<file path="config.mk">
export PLATFORM = sky130hd
export DESIGN_NAME = ps2_sprite_plotter
export DESIGN_NICKNAME = d
export VERILOG_FILES = /design/src/rtl/ps2_vga_pkg.sv /design/src/rtl/ps2_scancode_decoder.sv /design/src/rtl/ps2_sprite_plotter.sv
export SDC_FILE = /design/constraint.sdc
export NUM_CORES = 1
export LEC_CHECK = 0
export CORE_AREA = 3 3 158 160
export CTS_CLUSTER_SIZE = 25
export DETAILED_ROUTE_END_ITERATION = 10
export DIE_AREA = 0 0 161 163
export REMOVE_ABC_BUFFERS = 1
export SLEW_MARGIN = 10
export SYNTH_ARGS = -nofsm -noshare
export SYNTH_HDL_FRONTEND = slang
export SYNTH_SLANG_ARGS = --single-unit
</file>
<file path="constraint.sdc">
create_clock -name clock -period 2.97 [get_ports clock]
set_input_delay 0.594 -clock clock [delete_from_list [all_inputs] [get_ports clock]]
set_output_delay 0.594 -clock clock [all_outputs]
set_load 0.02 [all_outputs]
</file>
<file path="src/rtl/ps2_vga_pkg.sv">
// Shared scan codes, command set and FSM states for the PS/2-driven sprite plotter.
package ps2_vga_pkg;

    localparam logic [7:0] SC_EXT   = 8'hE0;
    localparam logic [7:0] SC_BREAK = 8'hF0;
    localparam logic [7:0] SC_UP    = 8'h75;
    localparam logic [7:0] SC_DOWN  = 8'h72;
    localparam logic [7:0] SC_LEFT  = 8'h6B;
    localparam logic [7:0] SC_RIGHT = 8'h74;
    localparam logic [7:0] SC_C     = 8'h21;
    localparam logic [7:0] SC_SPACE = 8'h29;

    typedef enum logic [2:0] {
        CMD_NONE,
        CMD_UP,
        CMD_DOWN,
        CMD_LEFT,
        CMD_RIGHT,
        CMD_COLOUR,
        CMD_CENTRE
    } cmd_t;

    typedef enum logic [1:0] {
        ST_IDLE,
        ST_ERASE,
        ST_UPDATE,
        ST_DRAW
    } state_t;

endpackage

</file>
<file path="src/rtl/ps2_scancode_decoder.sv">
// Tracks E0/F0 prefixes and turns completed make codes into one-cycle command pulses.
module ps2_scancode_decoder
    import ps2_vga_pkg::*;
(
    input  logic       clock,
    input  logic       reset,
    input  logic [7:0] ps2_byte,
    input  logic       ps2_byte_valid,
    output cmd_t       cmd,
    output logic       cmd_valid
);

    logic ext;
    logic brk;
    cmd_t decoded;

    always_comb begin
        decoded = CMD_NONE;
        if (ext) begin
            case (ps2_byte)
                SC_UP:    decoded = CMD_UP;
                SC_DOWN:  decoded = CMD_DOWN;
                SC_LEFT:  decoded = CMD_LEFT;
                SC_RIGHT: decoded = CMD_RIGHT;
                default:  decoded = CMD_NONE;
            endcase
        end else begin
            case (ps2_byte)
                SC_C:     decoded = CMD_COLOUR;
                SC_SPACE: decoded = CMD_CENTRE;
                default:  decoded = CMD_NONE;
            endcase
        end
    end

    always_ff @(posedge clock or posedge reset) begin
        if (reset) begin
            ext       <= 1'b0;
            brk       <= 1'b0;
            cmd       <= CMD_NONE;
            cmd_valid <= 1'b0;
        end else begin
            cmd_valid <= 1'b0;
            if (ps2_byte_valid) begin
                if (ps2_byte == SC_EXT) begin
                    ext <= 1'b1;
                end else if (ps2_byte == SC_BREAK) begin
                    brk <= 1'b1;
                end else begin
                    ext <= 1'b0;
                    brk <= 1'b0;
                    // Key releases must never move or recolour the sprite.
                    if (!brk && decoded != CMD_NONE) begin
                        cmd       <= decoded;
                        cmd_valid <= 1'b1;
                    end
                end
            end
        end
    end

endmodule

</file>
<file path="src/rtl/ps2_sprite_plotter.sv">
// Keyboard-driven box sprite: erases, moves and redraws a solid box one pixel per clock
// into the VGA adapter write port, with a single latest-wins pending command slot.
module ps2_sprite_plotter
    import ps2_vga_pkg::*;
#(
    parameter int SCREEN_W    = 160,
    parameter int SCREEN_H    = 120,
    parameter int X_W         = 8,
    parameter int Y_W         = 7,
    parameter int COLOUR_W    = 3,
    parameter int BOX_W       = 4,
    parameter int BOX_H       = 4,
    parameter int STEP        = 1,
    parameter int BG_COLOUR   = 0,
    parameter int INIT_COLOUR = 7
) (
    input  logic                clock,
    input  logic                reset,
    input  logic [7:0]          ps2_byte,
    input  logic                ps2_byte_valid,
    output logic [X_W-1:0]      x,
    output logic [Y_W-1:0]      y,
    output logic [COLOUR_W-1:0] colour,
    output logic                plot,
    output logic                busy
);

    localparam int MAX_X = SCREEN_W - BOX_W;
    localparam int MAX_Y = SCREEN_H - BOX_H;
    localparam logic [X_W-1:0] CTR_X   = X_W'(MAX_X / 2);
    localparam logic [Y_W-1:0] CTR_Y   = Y_W'(MAX_Y / 2);
    localparam logic [X_W-1:0] CX_LAST = X_W'(BOX_W - 1);
    localparam logic [Y_W-1:0] CY_LAST = Y_W'(BOX_H - 1);
    localparam logic [COLOUR_W-1:0] BG   = COLOUR_W'(BG_COLOUR);
    localparam logic [COLOUR_W-1:0] INIT = COLOUR_W'(INIT_COLOUR);

    function automatic logic [COLOUR_W-1:0] next_colour(input logic [COLOUR_W-1:0] c);
        logic [COLOUR_W-1:0] n;
        n = c + COLOUR_W'(1);
        if (n == BG) n = n + COLOUR_W'(1);
        return n;
    endfunction

    cmd_t                cmd;
    logic                cmd_valid;
    cmd_t                pend;
    cmd_t                sel_cmd;
    logic                use_pend;
    state_t              state, state_next;
    logic                init_pend, prev_busy;
    logic [X_W-1:0]      pos_x, tgt_x, tgt_x_c, cx;
    logic [Y_W-1:0]      pos_y, tgt_y, tgt_y_c, cy;
    logic [COLOUR_W-1:0] spr_colour, pix_colour;
    logic                pix_plot, last_pix, moved;

    ps2_scancode_decoder u_decoder (
        .clock          (clock),
        .reset          (reset),
        .ps2_byte       (ps2_byte),
        .ps2_byte_valid (ps2_byte_valid),
        .cmd            (cmd),
        .cmd_valid      (cmd_valid)
    );

    // A pulse landing on the first IDLE cycle beats the pending slot, which then waits.
    always_comb begin
        sel_cmd  = CMD_NONE;
        use_pend = 1'b0;
        if (state == ST_IDLE && !init_pend) begin
            if (cmd_valid && (prev_busy || pend == CMD_NONE)) begin
                sel_cmd = cmd;
            end else if (pend != CMD_NONE) begin
                sel_cmd  = pend;
                use_pend = 1'b1;
            end
        end
    end

    always_comb begin
        tgt_x_c = pos_x;
        tgt_y_c = pos_y;
        case (sel_cmd)
            CMD_LEFT:   tgt_x_c = (int'(pos_x) < STEP) ? '0 : X_W'(int'(pos_x) - STEP);
            CMD_RIGHT:  tgt_x_c = (int'(pos_x) + STEP > MAX_X) ? X_W'(MAX_X) : X_W'(int'(pos_x) + STEP);
            CMD_UP:     tgt_y_c = (int'(pos_y) < STEP) ? '0 : Y_W'(int'(pos_y) - STEP);
            CMD_DOWN:   tgt_y_c = (int'(pos_y) + STEP > MAX_Y) ? Y_W'(MAX_Y) : Y_W'(int'(pos_y) + STEP);
            CMD_CENTRE: begin
                tgt_x_c = CTR_X;
                tgt_y_c = CTR_Y;
            end
            default: ;
        endcase
    end

    assign moved    = (tgt_x_c != pos_x) || (tgt_y_c != pos_y);
    assign last_pix = (cx == CX_LAST) && (cy == CY_LAST);

    always_comb begin
        state_next = state;
        pix_plot   = 1'b0;
        pix_colour = spr_colour;
        case (state)
            ST_IDLE: begin
                if (init_pend || sel_cmd == CMD_COLOUR) state_next = ST_DRAW;
                else if (sel_cmd != CMD_NONE && moved) state_next = ST_ERASE;
            end
            ST_ERASE: begin
                pix_plot   = 1'b1;
                pix_colour = BG;
                if (last_pix) state_next = ST_UPDATE;
            end
            ST_UPDATE: state_next = ST_DRAW;
            ST_DRAW: begin
                pix_plot = 1'b1;
                if (last_pix) state_next = ST_IDLE;
            end
            default: state_next = ST_IDLE;
        endcase
    end

    always_ff @(posedge clock or posedge reset) begin
        if (reset) state <= ST_IDLE;
        else       state <= state_next;
    end

    always_ff @(posedge clock or posedge reset) begin
        if (reset) begin
            x          <= '0;
            y          <= '0;
            colour     <= '0;
            plot       <= 1'b0;
            busy       <= 1'b0;
            prev_busy  <= 1'b0;
            init_pend  <= 1'b1;
            pend       <= CMD_NONE;
            pos_x      <= CTR_X;
            pos_y      <= CTR_Y;
            tgt_x      <= CTR_X;
            tgt_y      <= CTR_Y;
            cx         <= '0;
            cy         <= '0;
            spr_colour <= INIT;
        end else begin
            prev_busy <= (state != ST_IDLE);
            busy      <= (state_next != ST_IDLE);
            plot      <= pix_plot;
            if (pix_plot) begin
                x      <= pos_x + cx;
                y      <= pos_y + cy;
                colour <= pix_colour;
                if (cx == CX_LAST) begin
                    cx <= '0;
                    cy <= (cy == CY_LAST) ? '0 : cy + Y_W'(1);
                end else begin
                    cx <= cx + X_W'(1);
                end
            end
            case (state)
                ST_IDLE: begin
                    init_pend <= 1'b0;
                    tgt_x     <= tgt_x_c;
                    tgt_y     <= tgt_y_c;
                    if (sel_cmd == CMD_COLOUR) spr_colour <= next_colour(spr_colour);
                end
                ST_UPDATE: begin
                    pos_x <= tgt_x;
                    pos_y <= tgt_y;
                end
                default: ;
            endcase
            if (state != ST_IDLE || init_pend) begin
                if (cmd_valid) pend <= cmd;
            end else if (use_pend) begin
                pend <= cmd_valid ? cmd : CMD_NONE;
            end
        end
    end

endmodule

</file>
### After elaboration in Yosys (flattened, before gate mapping)

Index checks and enable logic that the tools add are counted.

| operators by class | value |
|---|---|
| reduce and logical (&&, ||, !) cells | 27 |
| multiplexer cells | 36 |
| multiply operators | 0 |
| shifts and indexed selects | 0 |
| order comparisons | 4 |
| div/mod/pow operators | 0 |
| equal/unequal tests | 23 |
| add/subtract/negate cells | 10 |
| bitwise logic cells | 2 |

Operators by type and width:

| kind | count |
|---|---|
| 8-bit by 7-bit == test with 1-bit output, second input constant | 4 |
| 32-bit by 8-bit > comparator with 1-bit output, second input constant | 1 |
| 32-bit by 9-bit > comparator with 1-bit output, second input constant | 1 |
| 3-bit two-way mux | 10 |
| 8-bit two-way mux | 3 |
| 8-bit case mux with 3 select lines | 1 |
| 7-bit two-way mux | 3 |
| 7-bit case mux with 3 select lines | 1 |
| 8-bit by 6-bit == test with 1-bit output, second input constant | 2 |
| 8-bit == test, second input constant | 2 |
| 3-bit case mux with 4 select lines | 1 |
| 1-bit two-way mux | 11 |
| 2-bit AND reduction | 5 |
| 8-bit by 1-bit adder with 9-bit output, second input constant | 1 |
| 3-bit == test, second input constant | 3 |
| 3-bit nonzero test | 3 |
| 7-bit by 1-bit adder with 8-bit output, second input constant | 1 |
| 8-bit by 1-bit adder with 8-bit output, second input constant | 1 |
| 8-bit adder | 1 |
| 8-bit by 2-bit == test with 1-bit output, second input constant | 1 |
| 8-bit by 1-bit < comparator with 1-bit output, second input constant | 1 |
| 2-bit two-way mux | 4 |
| 8-bit inequality test | 1 |
| 2-bit case mux with 4 select lines | 1 |
| other kinds (23) | 39 |

| word-level totals | value |
|---|---|
| input bits | 11 |
| memory bits (read-only) | 0 |
| logic and storage cells | 122 |
| RAM bits | 0 |
| flip-flop bits (word level) | 81 |
| bits in latches | 0 |
| memories | 0 |

### Longest topological paths before layout

Gate-level depths: netlist (run 1).

| depth | value |
|---|---|
| depth in word-level cells | 14 |
| depth in mapped cells | 11 |

### Modules after synthesis

Synthesis (run 1) repeated with hierarchy kept, for this count alone.

| unflattened totals | value |
|---|---|
| cell total of the unflattened synthesis | 665 |
| area total of the unflattened synthesis | 5,848.1 um2 |

By module, submodules not included:

| module | cells an instance | times used | area each (um2) |
|---|---|---|---|
| ps2_sprite_plotter | 617 | 1 | 5,434.0 |
| ps2_scancode_decoder | 48 | 1 | 414.1 |

### Worst setup path before layout (run 1)

OpenSTA, ideal clock, no wires.

| timing | value |
|---|---|
| path kind | flip-flop to flip-flop |
| start point | reg pos_x[1] |
| end point | reg state[0] |
| required time | 2,899 ps |
| setup time | 71 ps |
| stages on the path, launching flop included | 12 |
| arrival | 2,479 ps |
| slack | 420 ps |
| clock period less this slack | 2,550 ps |
| cell sequence | dfstp_2 buf_4 inv_1 ha_1 nor4b_1 nand3_1 o211ai_4 or4_4 a2111oi_4 a221oi_2 and4b_4 nand4_1 |

| on the way | value |
|---|---|
| cells in the longest elaborated chain, start to end | 10 |
| elaborated cells on any way between the ends | 13 |

Ends and longest elaborated chain:

| what | RTL line | source |
|---|---|---|
| from (decl) | ps2_sprite_plotter.sv:51 | `logic [X_W-1:0] pos_x, tgt_x, tgt_x_c, cx;` |
| from (signal assigned) | ps2_sprite_plotter.sv:166 | `pos_x <= tgt_x;` |
| 8-bit by 1-bit adder with 9-bit output | ps2_sprite_plotter.sv:84 | `CMD_RIGHT: tgt_x_c = (int'(pos_x) + STEP > MAX_X) ? X_W'(MAX_X) : X_W'(int'(pos_x) + STEP);` |
| 32-bit by 9-bit > comparator with 1-bit output | ps2_sprite_plotter.sv:84 |  |
| 8-bit two-way mux | ps2_sprite_plotter.sv:84 |  |
| 8-bit case mux with 3 select lines | ps2_sprite_plotter.sv:82 | `case (sel_cmd)` |
| 8-bit inequality test (*) | ps2_sprite_plotter.sv:95 | `assign moved = (tgt_x_c != pos_x) \|\| (tgt_y_c != pos_y);` |
| 1-bit logical OR (*) | ps2_sprite_plotter.sv:95 |  |
| 1-bit logical AND (*) | ps2_sprite_plotter.sv:105 | `else if (sel_cmd != CMD_NONE && moved) state_next = ST_ERASE;` |
| 2-bit two-way mux (*) | ps2_sprite_plotter.sv:105 |  |
| 2-bit two-way mux (*) | ps2_sprite_plotter.sv:104 | `if (init_pend \|\| sel_cmd == CMD_COLOUR) state_next = ST_DRAW;` |
| 2-bit case mux with 4 select lines (*) | ps2_sprite_plotter.sv:102 | `case (state)` |
| via state_next[0] | ps2_sprite_plotter.sv:49 | `state_t state, state_next;` |
| to (signal assigned) | ps2_sprite_plotter.sv:123 | `else state <= state_next;` |
| to (decl) | ps2_sprite_plotter.sv:49 |  |

The timed path passes the listed nets; every way through them passes the cells marked *.
A chain may end at the register's enable or synchronous reset.

### Worst setup path after layout (run 1)

| timing | value |
|---|---|
| start point | reg pos_x[2] |
| end point | reg busy |

| on the way | value |
|---|---|
| cells in the longest elaborated chain, start to end | 11 |
| elaborated cells on any way between the ends | 14 |

Ends and longest elaborated chain:

| what | RTL line | source |
|---|---|---|
| 8-bit by 1-bit adder with 9-bit output | ps2_sprite_plotter.sv:84 |  |
| 32-bit by 9-bit > comparator with 1-bit output | ps2_sprite_plotter.sv:84 |  |
| 8-bit two-way mux | ps2_sprite_plotter.sv:84 |  |
| 8-bit case mux with 3 select lines | ps2_sprite_plotter.sv:82 |  |
| 8-bit inequality test (*) | ps2_sprite_plotter.sv:95 |  |
| 1-bit logical OR (*) | ps2_sprite_plotter.sv:95 |  |
| 1-bit logical AND (*) | ps2_sprite_plotter.sv:105 |  |
| 2-bit two-way mux (*) | ps2_sprite_plotter.sv:105 |  |
| 2-bit two-way mux (*) | ps2_sprite_plotter.sv:104 |  |
| 2-bit case mux with 4 select lines (*) | ps2_sprite_plotter.sv:102 |  |
| 2-bit nonzero test (*) | ps2_sprite_plotter.sv:145 | `busy <= (state_next != ST_IDLE);` |
| to (signal assigned) | ps2_sprite_plotter.sv:145 |  |
| to (decl) | ps2_sprite_plotter.sv:25 | `output logic busy` |

Every way passes the cells marked *; elsewhere a longest branch is shown, timed or not.

==> run_results.csv, run 1 <==
group,metric,value,unit
setup_path,cpPeakStageDelay,780,ps
hold_path,min_path_type,"reg2reg",
hold_path,worst_hold_path.endpoint,"pos_y[1]",
die,initial_core_util,0.249,
logic_synthesis,synthArstFlopShare,1.00,
setup_path,cp_cell_sequence,"nand4_2 > or3_1 > a221o_1 > o21ai_4 > o21ai_1 > a311oi_2 > nand4b_1",
layout,final_nets,719,
layout,drive_gt1_frac,0.164,
layout,multi_input_area,3490,sq um
sta,slew_viol_final,0,
sta,hold_viol,0,
power,clock_power_share,0.340,
placement,gp_congestion,0.927,
drt,drtIter0Drc,454,
global_route,grt_usage,0.114,
sta,period_needed,2790,ps
placement,dp_hpwl,10.6,mm
logic_synthesis,syn_area_per_cell,8.93,sq um
logic_synthesis,synth_enable_flop_cells,0,
drt,drt-vias-per-instance,4.91,
setup_path,start_kind,"register",
hold_path,min_path_cells,2,
power,p_sw,1040,uW
die,core.rowCount,56,
sta,fmax,358,MHz
clock_tree,cts_max_level,3,
die,coreArea,23500,sq um
drt,postRouteAntennaNets,0,
setup_path,rr_endpoint,"busy",
drt,wl_met1,6.84,mm
drt,wl_met2,6.94,mm
placement,port_buffers,30,
power,power_frac_seq,0.417,
logic_synthesis,synth_top_area_cell,"dfrtp_1",
sta,setup_tns,0,ps
hold_path,min_from,"tgt_y[1]",
clock_tree,cts_tree,"yes",
logic_synthesis,seq_area_frac_synth,0.350,
layout,syn2layout_area_growth,17.0,%
power,p_int,2230,uW
logic_synthesis,synthFlopType,"dfrtp_1",
sta,finalSetupViolations,0,
die,dieArea,26200,sq um
drt,drcViolationCount,0,
placement,placed_cell_area,6560,sq um
setup_path,cp_slowest_cell,"dfstp_2",
power,combPwrFrac,0.244,
global_route,grt_pass1_vias,4836,
clock_tree,clk_pin_slew,60,ps
sta,max_slew_margin,0.570,
clock_tree,cts_buffers,9,
clock_tree,holdBufCountCts,0,
setup_path,end_kind,"register",
layout,final_area,6860,sq um
layout,fin_cells,1007,
setup_path,worstRegToRegCells,7,
power,ir_worst_vdd,0.000237,V
clock_tree,root_buffer,"clkbuf_16",
global_route,grt_start_max_net_pins,82,
logic_synthesis,yosysWarnings,0,
setup_path,worst-endpoint-required,3180,ps
drt,wl_met3,785,microns
global_route,grt_pass1_wl,24.6,mm
setup_path,critPathArrivalTime,3010,ps
layout,utilization,0.291,
logic_synthesis,netlist.area_leader.share,0.260,
setup_path,r2r_start,"pos_x[2]",
power,total_power,3270,uW
sta,worst_pin_slew,638,ps
placement,place_inst,991,
drt,drt_pass1_iterations,5,
power,swShare,0.318,
clock_tree,worstSkewPairLatency,350,ps
setup_path,cp_max_fo,21,
logic_synthesis,yosysMostFrequentCell,"nand2_1",
drt,wl,14.8,mm
logic_synthesis,synth_seq_cells,81,
status,status,"finished, final reports clean",
logic_synthesis,syn_area,5870,sq um
drt,wire_per_inst,14.7,microns
drt,top_layer,"met4",
drt,vias,4948,
clock_tree,clock-sinks,81,
power,power_density,477,nW/um^2
clock_tree,clk_path_buf_depth,2,
flow_run,max-cap-violations,0,
logic_synthesis,syn_inst,657,
setup_path,r2r_setup_slack,180,ps
setup_path,path_class,"reg2reg",
logic_synthesis,synth_cell_types,91,
logic_synthesis,synth_common_cells,"nand2_1, dfrtp_1, nor2_1",
layout,diodes,0,
global_route,overflow,0,
sta,rsz0062_at_grt,"no",
logic_synthesis,synthTopCellsByArea,"dfrtp_1, dfstp_2, ha_1",
die,ioPinCount,31,
layout,fill_cells,2520,
layout,seq_area,2050,sq um
die,die_w,161,microns
global_route,antenna_found_initial,0,
die,dieHeight,163,microns
sta,post-route-period-util,0.940,
sta,clock_skew,9.81,ps
power,leakagePower,0.00280,uW
==> cell type report <==
class	count	share of cell area
clock buffers	11	0.0339
clock inverters	5	0.00821
multi-input cells	503	0.508
well taps	319	0.0582
inverters	31	0.0171
flip-flops and latches	81	0.299
repair buffers	57	0.0751
==> how the worst max path moves through the flow <==
stage	depth (start not counted)	from	to
finish	7	pos_x[2]	busy
global route	8	pos_x[2]	state[0]
CTS	10	pos_x[0]	busy
detailed placement	10	pos_x[0]	busy
global placement	10	pos_x[0]	busy
floorplan	9	state[0]	state[0]
==> power groups by stage <==
stage	Sequential, uW	Combinational, uW	Clock [uW]
CTS	1370	806	1150
global placement	1380	797	0
finish	1360	798	1110
detailed placement	1380	799	0
floorplan	1460	380	0
global route	1390	878	1210
==> layout by cell type, fill, tap and decap left out, drive strengths merged, types with 23 or more instances in the layout <==
cell type,count
a21oi,46
buf,27
clkdlybuf4s50,30
dfrtp,61
ha,23
inv,31
nand2,66
nand3,27
nor2,49
o21ai,53
==> registers in the layout (all words and copies together) (netlist names) <==
name,flops
cx,8
pos_x,8
tgt_x,8
x,8
cy,7
pos_y,7
tgt_y,7
y,7
colour,3
pend,3
spr_colour,3
u_decoder.cmd,3
state,2
busy,1
init_pend,1
plot,1
prev_busy,1
u_decoder.brk,1
u_decoder.cmd_valid,1
u_decoder.ext,1
==> cells by family after synthesis <==
kind of cell | after synthesis | share of synthesized area
AND/OR/NAND/NOR | 225 | 0.211
AO/OA/AOI/OAI | 199 | 0.236
flip-flops | 81 | 0.350
buffers and inverters | 73 | 0.0572
XOR/XNOR | 30 | 0.0448
adder cells (fa/ha/maj) | 25 | 0.0559
multiplexers | 24 | 0.0448
==> through the flow <==
step,hold slack (ps),setup slack [ps]
CTS,480,159
detailed placement,471,197
global route,502,29.7
finish,477,178
global placement,456,203
floorplan,443,132
==> worst max-delay path, delay by kind of cell, from the launching register on <==
family / cells / cell delay, ps
AND/OR/NAND/NOR: 3 / 690
flip-flops: 1 / 780
AO/OA/AOI/OAI: 4 / 1170
==> layer usage <==
| layer | track usage | vias up |
|---|---|---|
| met5 | 0 | - |
| met4 | 0.0270 | 0 |
| met3 | 0.0320 | 16 |
| met2 | 0.185 | 132 |
| met1 | 0.152 | 2351 |
| li1 | - | 2449 |
==> repair_timing <==
item / in CTS / in global routing
endpoints found under the setup margin: 0 / 2
buffers inserted: 0 / 0
gates resized for setup: 0 / 2
Note: power is estimated with default switching activity, not from simulation.
==> inputs of run 2 (changes only) <==
--- a/config.mk
+++ b/config.mk
@@ -5,12 +5,11 @@
 export SDC_FILE = /design/constraint.sdc
 export NUM_CORES = 1
 export LEC_CHECK = 0
-export CORE_AREA = 3 3 158 160
+export CORE_AREA = 3 3 113 223
 export CTS_CLUSTER_SIZE = 25
 export DETAILED_ROUTE_END_ITERATION = 10
-export DIE_AREA = 0 0 161 163
+export DIE_AREA = 0 0 116 226
 export REMOVE_ABC_BUFFERS = 1
-export SLEW_MARGIN = 10
 export SYNTH_ARGS = -nofsm -noshare
 export SYNTH_HDL_FRONTEND = slang
 export SYNTH_SLANG_ARGS = --single-unit
==> run_results.csv, run 2 (synthesis results as in run 1) <==
group,metric,value,unit
status,status,"finished, final reports clean",
setup_path,cp_max_fo,13,
die,coreArea,23500,sq um
drt,wire_per_inst,17.0,microns
sta,worst_pin_slew,703,ps
power,power_density,494,nW/um^2
global_route,grt_usage,0.130,
placement,dp_worst_setup_slack,138,ps
sta,max_slew_margin,0.526,
power,leakagePower,0.00287,uW
setup_path,r2r_start,"pos_x[1]",
hold_path,min_from,"tgt_x[3]",
global_route,antenna_found_initial,0,
power,clock_power_share,0.364,
die,ioPinCount,31,
setup_path,worstRegToRegCells,10,
clock_tree,holdBufCountCts,0,
die,dieHeight,226,microns
global_route,grt_pass1_vias,5135,
layout,mostFrequentLayoutCell,"nand2_1",
layout,diodes,0,
power,total_power,3440,uW
clock_tree,cts_tree,"yes",
power,p_int,2330,uW
setup_path,r2r_setup_slack,160,ps
clock_tree,cts_buffers,9,
global_route,grt_pass1_wl,26.4,mm
global_route,grt_start_max_net_pins,53,
clock_tree,clock-sinks,81,
setup_path,start_kind,"register",
power,p_sw,1100,uW
placement,dp_hpwl,13.0,mm
flow_run,max-cap-violations,0,
power,ir_worst_vdd,0.000357,V
sta,hold_viol,0,
hold_path,min_path_type,"reg2reg",
drt,drt_pass1_iterations,5,
placement,port_buffers,30,
layout,syn2layout_area_growth,18.6,%
sta,setup_slack,159,ps
die,initial_core_util,0.249,
drt,postRouteAntennaNets,0,
sta,setup_tns,0,ps
layout,final_nets,725,
setup_path,rr_endpoint,"busy",
sta,period_needed,2810,ps
power,combPwrFrac,0.238,
die,dieArea,26200,sq um
clock_tree,clk_pin_slew,60,ps
sta,rsz0062_at_grt,"no",
die,die_w,116,microns
drt,wl,16.6,mm
clock_tree,root_buffer,"clkbuf_16",
sta,post-route-period-util,0.947,
clock_tree,cts_max_level,3,
drt,drt-vias-per-instance,5.24,
sta,fmax,356,MHz
global_route,overflow,0,
hold_path,worst_hold_path.endpoint,"tgt_x[3]",
drt,drtIter0Drc,147,
setup_path,critPathArrivalTime,3080,ps
sta,clock_skew,10.9,ps
sta,slew_viol_final,0,
power,power_frac_seq,0.397,
layout,drive_gt1_frac,0.180,
setup_path,path_class,"reg2reg",
setup_path,worst-endpoint-required,3240,ps
sta,finalSetupViolations,0,
die,core.rowCount,79,
clock_tree,worstSkewPairLatency,360,ps
drt,vias,5122,
hold_path,min_path_cells,2,
placement,gp_congestion,0.961,
drt,drcViolationCount,0,
setup_path,end_kind,"register",
layout,layout_common_cells,"nand2_1, dfrtp_1, nor2_1",
power,swShare,0.322,
clock_tree,clk_path_buf_depth,2,
run 2: changes by cell type in the layout (fill, tap and decap cells not counted), sizes merged:
| cell | delta |
|---|---|
| bufinv | +1 |
| buf | +6 |
| clkbuf | -2 |
| inv | +3 |
| clkinv | -2 |
run 2: worst max-delay path by stage:
| stage | from | to | slack (ps) | cells past startpoint |
|---|---|---|---|---|
| 2_1_floorplan | state[0] | state[0] | 130 | 9 |
| 3_3_place_gp | pos_x[1] | busy | 190 | 9 |
| 3_5_place_dp | pos_x[1] | busy | 140 | 9 |
| 4_1_cts | pos_x[1] | busy | 120 | 9 |
| 5_1_grt | pos_x[3] | busy | 40 | 8 |
| 6_report | pos_x[1] | busy | 160 | 10 |
run 2: through the flow:
step / hold WS, ps / utilization / std cells / instance area [sq um]
after CTS: 469 / 0.293 / 976 / 6890
after detailed placement: 460 / 0.279 / 960 / 6560
after global routing: 477 / 0.296 / 977 / 6960
after global placement: 453 / 0.279 / 960 / 6560
final: 463 / 0.296 / 977 / 6960
after floorplan: 443 / - / 615 / 5650
run 2: area by class of cell:
cell class,count,area [sq um]
multi-input cells,503,3530
well taps,283,354
repair buffers,63,564
clock buffers,9,225
flip-flops and latches,81,2060
inverters,31,118
fillers,2480,16600
clock inverters,7,108
run 2: what timing repair did:
action | 4_1_cts | 5_1_grt
setup endpoints to repair | 0 | 2
buffers inserted | 0 | 1
resized for setup | 0 | 12
run 2: power groups by stage:
stage	combinational (uW)	sequential [uW]	clock (uW)
4_1_cts	832	1370	1290
3_5_place_dp	826	1390	0
2_1_floorplan	380	1460	0
3_3_place_gp	818	1390	0
5_1_grt	905	1390	1330
6_report	819	1360	1250
run 2: layer usage:
metal / vias to the layer above / track usage / wire, microns / share of wire
li1: 2464 / - / - / -
met1: 2453 / 0.119 / 5580 / 0.34
met2: 141 / 0.252 / 9550 / 0.57
met3: 64 / 0.0158 / 442 / 0.027
met4: 0 / 0.0940 / 1070 / 0.064
met5: - / 0 / 0 / 0
run 2: critical path, stage by stage, from the launching register on:
cell and delay [ps]:
dfstp_4 720, inv_1 90, ha_1 230, nor4b_4 150, nand3_1 140, o211ai_4 150, or4_4 460, a2111oi_4 340
a221oi_2 70, and4b_4 240, nand4b_1 120
